--- src/rtl/alu_seq.sv ---
// alu_seq -- multi-cycle ALU with a START/BUSY/DONE handshake.
//
// Single-cycle ops (FWD, ADD, AND, OR, SUB) finish one cycle after START.
// MUL is an iterative shift-add over WIDTH cycles. SLL/SRA shift one bit
// per cycle. RESULT, ZERO and CARRY are registered and change only on
// the cycle DONE pulses.
//
// Optional feature macro: ALU_MUL_EN
//   defined   : opcode 101 runs the iterative multiplier.
//   undefined : no multiplier hardware; opcode 101 completes in one cycle
//               with RESULT=0, ZERO=1, CARRY=0.
//
// Ports:
//   CLK     in   rising-edge clock
//   RESET   in   synchronous reset, active-high
//   START   in   launch an op; accepted only when BUSY=0
//   SELECT  in   [2:0] opcode, latched at an accepted START
//   DATA1   in   [WIDTH-1:0] operand A (shift source)
//   DATA2   in   [WIDTH-1:0] operand B (shift amount in DATA2[SHW-1:0])
//   RESULT  out  [WIDTH-1:0] registered result
//   ZERO    out  1 iff the completed RESULT is zero
//   CARRY   out  ADD carry-out, SUB borrow, MUL high-half nonzero, else 0
//   BUSY    out  high while MUL or SHIFT iterates
//   DONE    out  one-cycle pulse when RESULT/ZERO/CARRY update

module alu_seq #(
    parameter int WIDTH = 8,
    parameter int SHW   = $clog2(WIDTH) + 1
) (
    input  logic             CLK,
    input  logic             RESET,
    input  logic             START,
    input  logic [2:0]       SELECT,
    input  logic [WIDTH-1:0] DATA1,
    input  logic [WIDTH-1:0] DATA2,
    output logic [WIDTH-1:0] RESULT,
    output logic             ZERO,
    output logic             CARRY,
    output logic             BUSY,
    output logic             DONE
);

    typedef enum logic [1:0] {
        S_IDLE,
        S_MUL,
        S_SHIFT,
        S_DONE
    } state_t;

    localparam logic [SHW-1:0] KMAX = SHW'(WIDTH);
    localparam logic [SHW-1:0] ONE  = SHW'(1);

    state_t           state, state_nxt;
    logic [WIDTH-1:0] result_nxt;
    logic             zero_nxt, carry_nxt;

    // Shared iteration counter: remaining shift bits or multiply steps.
    logic [SHW-1:0]   cnt, cnt_nxt;
    logic [WIDTH-1:0] sh_val, sh_val_nxt;
    logic             sh_left, sh_left_nxt;

    logic [WIDTH:0]   sum, diff;
    logic [SHW-1:0]   k;
    logic [WIDTH-1:0] sh_step;

    // Completion write: any path that finishes an op raises wr_en.
    logic             wr_en;
    logic [WIDTH-1:0] wr_val;
    logic             wr_carry;

`ifdef ALU_MUL_EN
    logic [2*WIDTH-1:0] acc, acc_nxt, mcand, mcand_nxt, mul_sum;
    logic [WIDTH-1:0]   mplier, mplier_nxt;

    assign mul_sum = mplier[0] ? acc + mcand : acc;
`endif

    // Extra top bit gives ADD carry-out and SUB borrow directly.
    assign sum  = {1'b0, DATA1} + {1'b0, DATA2};
    assign diff = {1'b0, DATA1} - {1'b0, DATA2};

    // Shifting by more than WIDTH is indistinguishable from WIDTH.
    assign k = (DATA2[SHW-1:0] > KMAX) ? KMAX : DATA2[SHW-1:0];

    assign sh_step = sh_left ? {sh_val[WIDTH-2:0], 1'b0}
                             : {sh_val[WIDTH-1], sh_val[WIDTH-1:1]};

    assign BUSY = (state == S_MUL) || (state == S_SHIFT);
    assign DONE = (state == S_DONE);

    always_ff @(posedge CLK) begin
        if (RESET) begin
            state   <= S_IDLE;
            RESULT  <= '0;
            ZERO    <= 1'b0;
            CARRY   <= 1'b0;
            cnt     <= '0;
            sh_val  <= '0;
            sh_left <= 1'b0;
`ifdef ALU_MUL_EN
            acc     <= '0;
            mcand   <= '0;
            mplier  <= '0;
`endif
        end else begin
            state   <= state_nxt;
            RESULT  <= result_nxt;
            ZERO    <= zero_nxt;
            CARRY   <= carry_nxt;
            cnt     <= cnt_nxt;
            sh_val  <= sh_val_nxt;
            sh_left <= sh_left_nxt;
`ifdef ALU_MUL_EN
            acc     <= acc_nxt;
            mcand   <= mcand_nxt;
            mplier  <= mplier_nxt;
`endif
        end
    end

    always_comb begin
        state_nxt   = state;
        result_nxt  = RESULT;
        zero_nxt    = ZERO;
        carry_nxt   = CARRY;
        cnt_nxt     = cnt;
        sh_val_nxt  = sh_val;
        sh_left_nxt = sh_left;
        wr_en       = 1'b0;
        wr_val      = '0;
        wr_carry    = 1'b0;
`ifdef ALU_MUL_EN
        acc_nxt     = acc;
        mcand_nxt   = mcand;
        mplier_nxt  = mplier;
`endif

        case (state)
            // DONE behaves like IDLE so a START in the DONE cycle issues
            // back-to-back.
            S_IDLE, S_DONE: begin
                state_nxt = S_IDLE;
                if (START) begin
                    case (SELECT)
                        3'b000: begin
                            wr_en  = 1'b1;
                            wr_val = DATA2;
                        end
                        3'b001: begin
                            wr_en    = 1'b1;
                            wr_val   = sum[WIDTH-1:0];
                            wr_carry = sum[WIDTH];
                        end
                        3'b010: begin
                            wr_en  = 1'b1;
                            wr_val = DATA1 & DATA2;
                        end
                        3'b011: begin
                            wr_en  = 1'b1;
                            wr_val = DATA1 | DATA2;
                        end
                        3'b100: begin
                            wr_en    = 1'b1;
                            wr_val   = diff[WIDTH-1:0];
                            wr_carry = diff[WIDTH];
                        end
                        3'b101: begin
`ifdef ALU_MUL_EN
                            acc_nxt    = '0;
                            mcand_nxt  = {{WIDTH{1'b0}}, DATA1};
                            mplier_nxt = DATA2;
                            cnt_nxt    = KMAX;
                            state_nxt  = S_MUL;
`else
                            wr_en = 1'b1;
`endif
                        end
                        default: begin
                            // 110 = SLL, 111 = SRA
                            if (k == '0) begin
                                wr_en  = 1'b1;
                                wr_val = DATA1;
                            end else begin
                                sh_val_nxt  = DATA1;
                                sh_left_nxt = ~SELECT[0];
                                cnt_nxt     = k;
                                state_nxt   = S_SHIFT;
                            end
                        end
                    endcase
                end
            end

            S_MUL: begin
`ifdef ALU_MUL_EN
                acc_nxt    = mul_sum;
                mcand_nxt  = mcand << 1;
                mplier_nxt = mplier >> 1;
                cnt_nxt    = cnt - ONE;
                // Last step commits straight from the adder output.
                if (cnt == ONE) begin
                    wr_en    = 1'b1;
                    wr_val   = mul_sum[WIDTH-1:0];
                    wr_carry = |mul_sum[2*WIDTH-1:WIDTH];
                end
`else
                state_nxt = S_IDLE;
`endif
            end

            S_SHIFT: begin
                sh_val_nxt = sh_step;
                cnt_nxt    = cnt - ONE;
                if (cnt == ONE) begin
                    wr_en  = 1'b1;
                    wr_val = sh_step;
                end
            end

            default: state_nxt = S_IDLE;
        endcase

        if (wr_en) begin
            result_nxt = wr_val;
            zero_nxt   = (wr_val == '0);
            carry_nxt  = wr_carry;
            state_nxt  = S_DONE;
        end
    end

endmodule

--- config.mk ---
export PLATFORM = sky130hd
export DESIGN_NAME = alu_seq
export DESIGN_NICKNAME = d
export VERILOG_FILES = /design/src/rtl/alu_seq.sv
export SDC_FILE = /design/constraint.sdc
export NUM_CORES = 1
export LEC_CHECK = 0
export CORE_MARGIN = 5
export CORE_UTILIZATION = 40
export DETAILED_ROUTE_END_ITERATION = 7
export PLACE_DENSITY = 0.63
export SLEW_MARGIN = 40
export SYNTH_ARGS = -nofsm -noshare
export SYNTH_HDL_FRONTEND = slang
export SYNTH_SLANG_ARGS = --single-unit
export TNS_END_PERCENT = 50
--- constraint.sdc ---
create_clock -name CLK -period 4 [get_ports CLK]
set_input_delay 0.8 -clock CLK [delete_from_list [all_inputs] [get_ports CLK]]
set_output_delay 0.8 -clock CLK [all_outputs]
set_load 0.02 [all_outputs]
==> impl_metrics.py <==
metrics = {
    "floorplanning": {
        "die-area_mm2": 0.008276,
        "start_util_pct": 41.30,
        "fp-row-count": 29,
        "die_w_um": 90.97,
        "core_mm2": 0.006350,
        "ios": 34,
        "dieHeight_um": 90.97,
    },
    "clock_tree": {
        "hold_buffers": 0,
        "worstSkewPairLatency_ns": 0.27,
        "post_cts_resize_count": 0,
        "postCtsSetupRepairBufs": 0,
        "cts.clk_slew.worst_paths_ns": 0.10,
        "cts_tree": "built",
        "numCtsBuffers": 3,
        "clkSinkCount": 25,
        "clockRootBuffer": "clkbuf_8",
        "cts_max_path_buffers": 2,
        "cts_htree_levels": 1,
    },
    "worst_setup_path": {
        "rr_startpoint": "state[0]",
        "crit_start": "DATA2[1]",
        "crit_path_start_kind": "input pin",
        "critPathKind": "in -> reg",
        "worstPathArrival_ns": 3.73,
        "reg2reg_depth": 8,
        "slowest_delay_ns": 0.58,
        "reg2reg_to": "RESULT[6]",
        "critPathCapture": "ZERO",
        "path_depth": 10,
        "cp_slowest_cell": "clkdlybuf4s50_1",
        "cp.required_ns": 4.22,
        "r2r_slack_ns": 1.61,
        "critical_path.top_delay_family": "compound AO/OA/AOI/OAI gates",
        "cp_cell_sequence": "clkdlybuf4s50_1, inv_1, ha_1, a211oi_1, nor2_1, a221o_1, a221oi_1, o22a_1, and4b_1, a31o_1",
        "critPathBufInv": 2,
        "worst_setup_path_end_kind": "flop",
        "critPathMaxFanout": 5,
    },
    "routing": {
        "routedWlPerCell_um": 17.10,
        "drtIter0Drc": 234,
        "drt_wl_total_um": 7663,
        "dr.pass1.iters": 5,
        "via_per_inst": 5.835,
        "vias": 2614,
        "drcViolationCount": 0,
        "drtAntennaViolNets": 0,
    },
    "logic_synthesis": {
        "yosysWarnings": 0,
        "yosysTopAreaCell": "dfxtp_1",
        "synthArstFlopShare_pct": 0,
        "syn_inst": 342,
        "synthesis.nets": 397,
        "syn_avg_cell_area_um2": 7.668,
        "synth_edf_count": 0,
        "synth_top_area_share_pct": 19.08,
        "synth_area_mm2": 0.002623,
        "yosysSeqAreaShare_pct": 19.08,
        "yosysUniqueCellTypes": 62,
        "ys_ff_latch": 25,
        "synth.area.top_cells": "dfxtp_1 (19%), ha_1 (15%), a21oi_1 (5.9%)",
        "synth_flop_cell": "dfxtp_1",
    },
    "cells_and_area": {
        "seq_area_um2": 500.5,
        "drive_gt1_share_pct": 7.008,
        "multi_input_area_mm2": 0.001917,
        "layout.nets": 427,
        "fill_cells": 606,
        "final_cells": 448,
        "syn2layout_area_growth_pct": 17.89,
        "num_antenna_cells": 0,
        "final_core_util_pct": 48.69,
    },
    "placement": {
        "dpl.cell_count": 444,
        "port_buffers": 33,
        "gp_congestion": 0.8869,
        "hpwl_um": 6021,
    },
    "outcome": {
        "outcome": "finished clean",
    },
    "pwr": {
        "powerDensity_mw_per_mm2": 277.6,
        "ir_drop_mv": 0.2009,
        "p_leak_nw": 1.193,
    },
    "grt": {
        "grt_pass1_wl_um": 12560,
        "grt.total_usage_pct": 18.04,
        "grt_max_degree": 28,
        "grt_pass1_vias": 2424,
        "gr-total-overflow": 0,
        "antenna_found_initial": 0,
    },
    "sta": {
        "fmax_mhz": 284.5,
        "max_slew_margin_pct": 57.83,
        "setup_violations": 0,
        "fin_worst_skew_ns": 0.007414,
        "worst_pin_slew_ns": 0.6305,
        "post-route-min-period_ns": 3.515,
        "setup_tns_ns": 0,
        "hold_violations": 0,
        "finalCritPeriodShare_pct": 87.87,
        "slew_viol_final": 0,
        "rsz0062_at_grt": "false",
    },
    "run": {
        "maxCapViolCount": 0,
    },
    "min_path": {
        "min_path_type": "reg -> reg",
    },
}
[registers in the layout, summed over array words and instances, names as in the netlist]
register	flops
CARRY	1
RESULT	8
ZERO	1
cnt	4
sh_left	1
sh_val	8
state	2
[cell usage after synthesis (all sizes together) (3+ instances only)]
master,instances
and3,3
inv,31
o211ai,10
o2bb2ai,3
xnor2,3
nor2,29
ha,31
nand2b,8
o21a,4
a22oi,6
a31oi,3
nor3,7
clkbuf,7
o31a,4
buf,12
a21oi,32
nand2,24
o21ai,22
a211oi,11
a221oi,3
mux2i,8
or4,3
a221o,3
dfxtp,25
o22a,3
nor2b,6
nor3b,5
[layout make-up]
class / instances / share of cell area [%]
Sequential cell: 25 / 16.19
Clock inverter: 1 / 0.2428
Multi-Input combinational cell: 267 / 62.00
Timing Repair Buffer: 44 / 13.35
Tap cell: 77 / 3.116
Clock buffer: 3 / 1.335
Inverter: 31 / 3.764
[metal layers]
metal / GRT usage (%) / share of wire [%]
met5: 0 / 0
met4: 5.257 / 2.3
met3: 2.314 / 6.2
met2: 27.64 / 46
met1: 26.36 / 45
[through the flow]
step | area, um2 | power [mW] | hold WS [ns] | setup WS [ns]
2_1_floorplan | 2623 | 0.5649 | 0.4400 | 1.261
3_3_place_gp | 3043 | 0.6998 | 0.4474 | 0.2401
3_5_place_dp | 3043 | 0.7008 | 0.4563 | 0.2233
4_1_cts | 3092 | 0.8564 | 0.4703 | 0.5085
5_1_grt | 3092 | 0.9139 | 0.4980 | 0.3845
6_report | 3092 | 0.8582 | 0.4631 | 0.4854
[layout by cell type (no fill, tap or decap), types with 3 or more instances in the layout]
| cell | instances |
|---|---|
| nor2b_1 | 6 |
| o21a_1 | 4 |
| nor3_1 | 7 |
| a31oi_1 | 3 |
| inv_1 | 31 |
| dfxtp_1 | 25 |
| clkdlybuf4s50_1 | 33 |
| a22oi_1 | 6 |
| and3_1 | 3 |
| nand2_1 | 24 |
| a211oi_1 | 10 |
| a21oi_1 | 31 |
| a221o_1 | 3 |
| xnor2_1 | 3 |
| nor2_1 | 29 |
| o21ai_0 | 22 |
| nand2b_1 | 8 |
| a221oi_1 | 3 |
| ha_1 | 31 |
| clkbuf_8 | 3 |
| o31a_1 | 4 |
| o22a_1 | 3 |
| mux2i_1 | 8 |
| o211ai_1 | 9 |
| o2bb2ai_1 | 3 |
| nor3b_1 | 5 |
| buf_4 | 11 |
[kinds of logic (layout without fill, tap and decap cells)]
family / Yosys count / in the layout / synth area share, %
xor gates and xnor gates: 4 / 4 / 1.336
adders and majority gates: 33 / 33 / 16.32
and+or+nand+nor: 97 / 97 / 19.13
DFF: 25 / 25 / 19.08
muxes: 8 / 8 / 3.054
AOI/OAI and AO/OA: 125 / 125 / 33.25
buffers and inverters: 50 / 79 / 7.825
[where the power goes]
group / internal, mW / switching (mW) / total, mW
clock: 0.0707 / 0.0891 / 0.160
combinational: 0.170 / 0.229 / 0.400
sequential: 0.277 / 0.0210 / 0.298
[worst min path at each step]
stage | start | slack [ns] | to | cells past startpoint
2_1_floorplan | sh_val[1] | 0.44 | sh_val[1] | 2
6_report | CARRY | 0.46 | CARRY | 2
5_1_grt | sh_val[1] | 0.50 | sh_val[1] | 2
3_3_place_gp | CARRY | 0.45 | CARRY | 2
3_5_place_dp | CARRY | 0.46 | CARRY | 2
4_1_cts | CARRY | 0.47 | CARRY | 2
[worst min-delay path: cells and delay by family (launching register included)]
kind	cells	cell delay [ns]
simple gates	1	0.05
flops	1	0.33
compound gates	1	0.05
(Power assumes the default switching activity.)
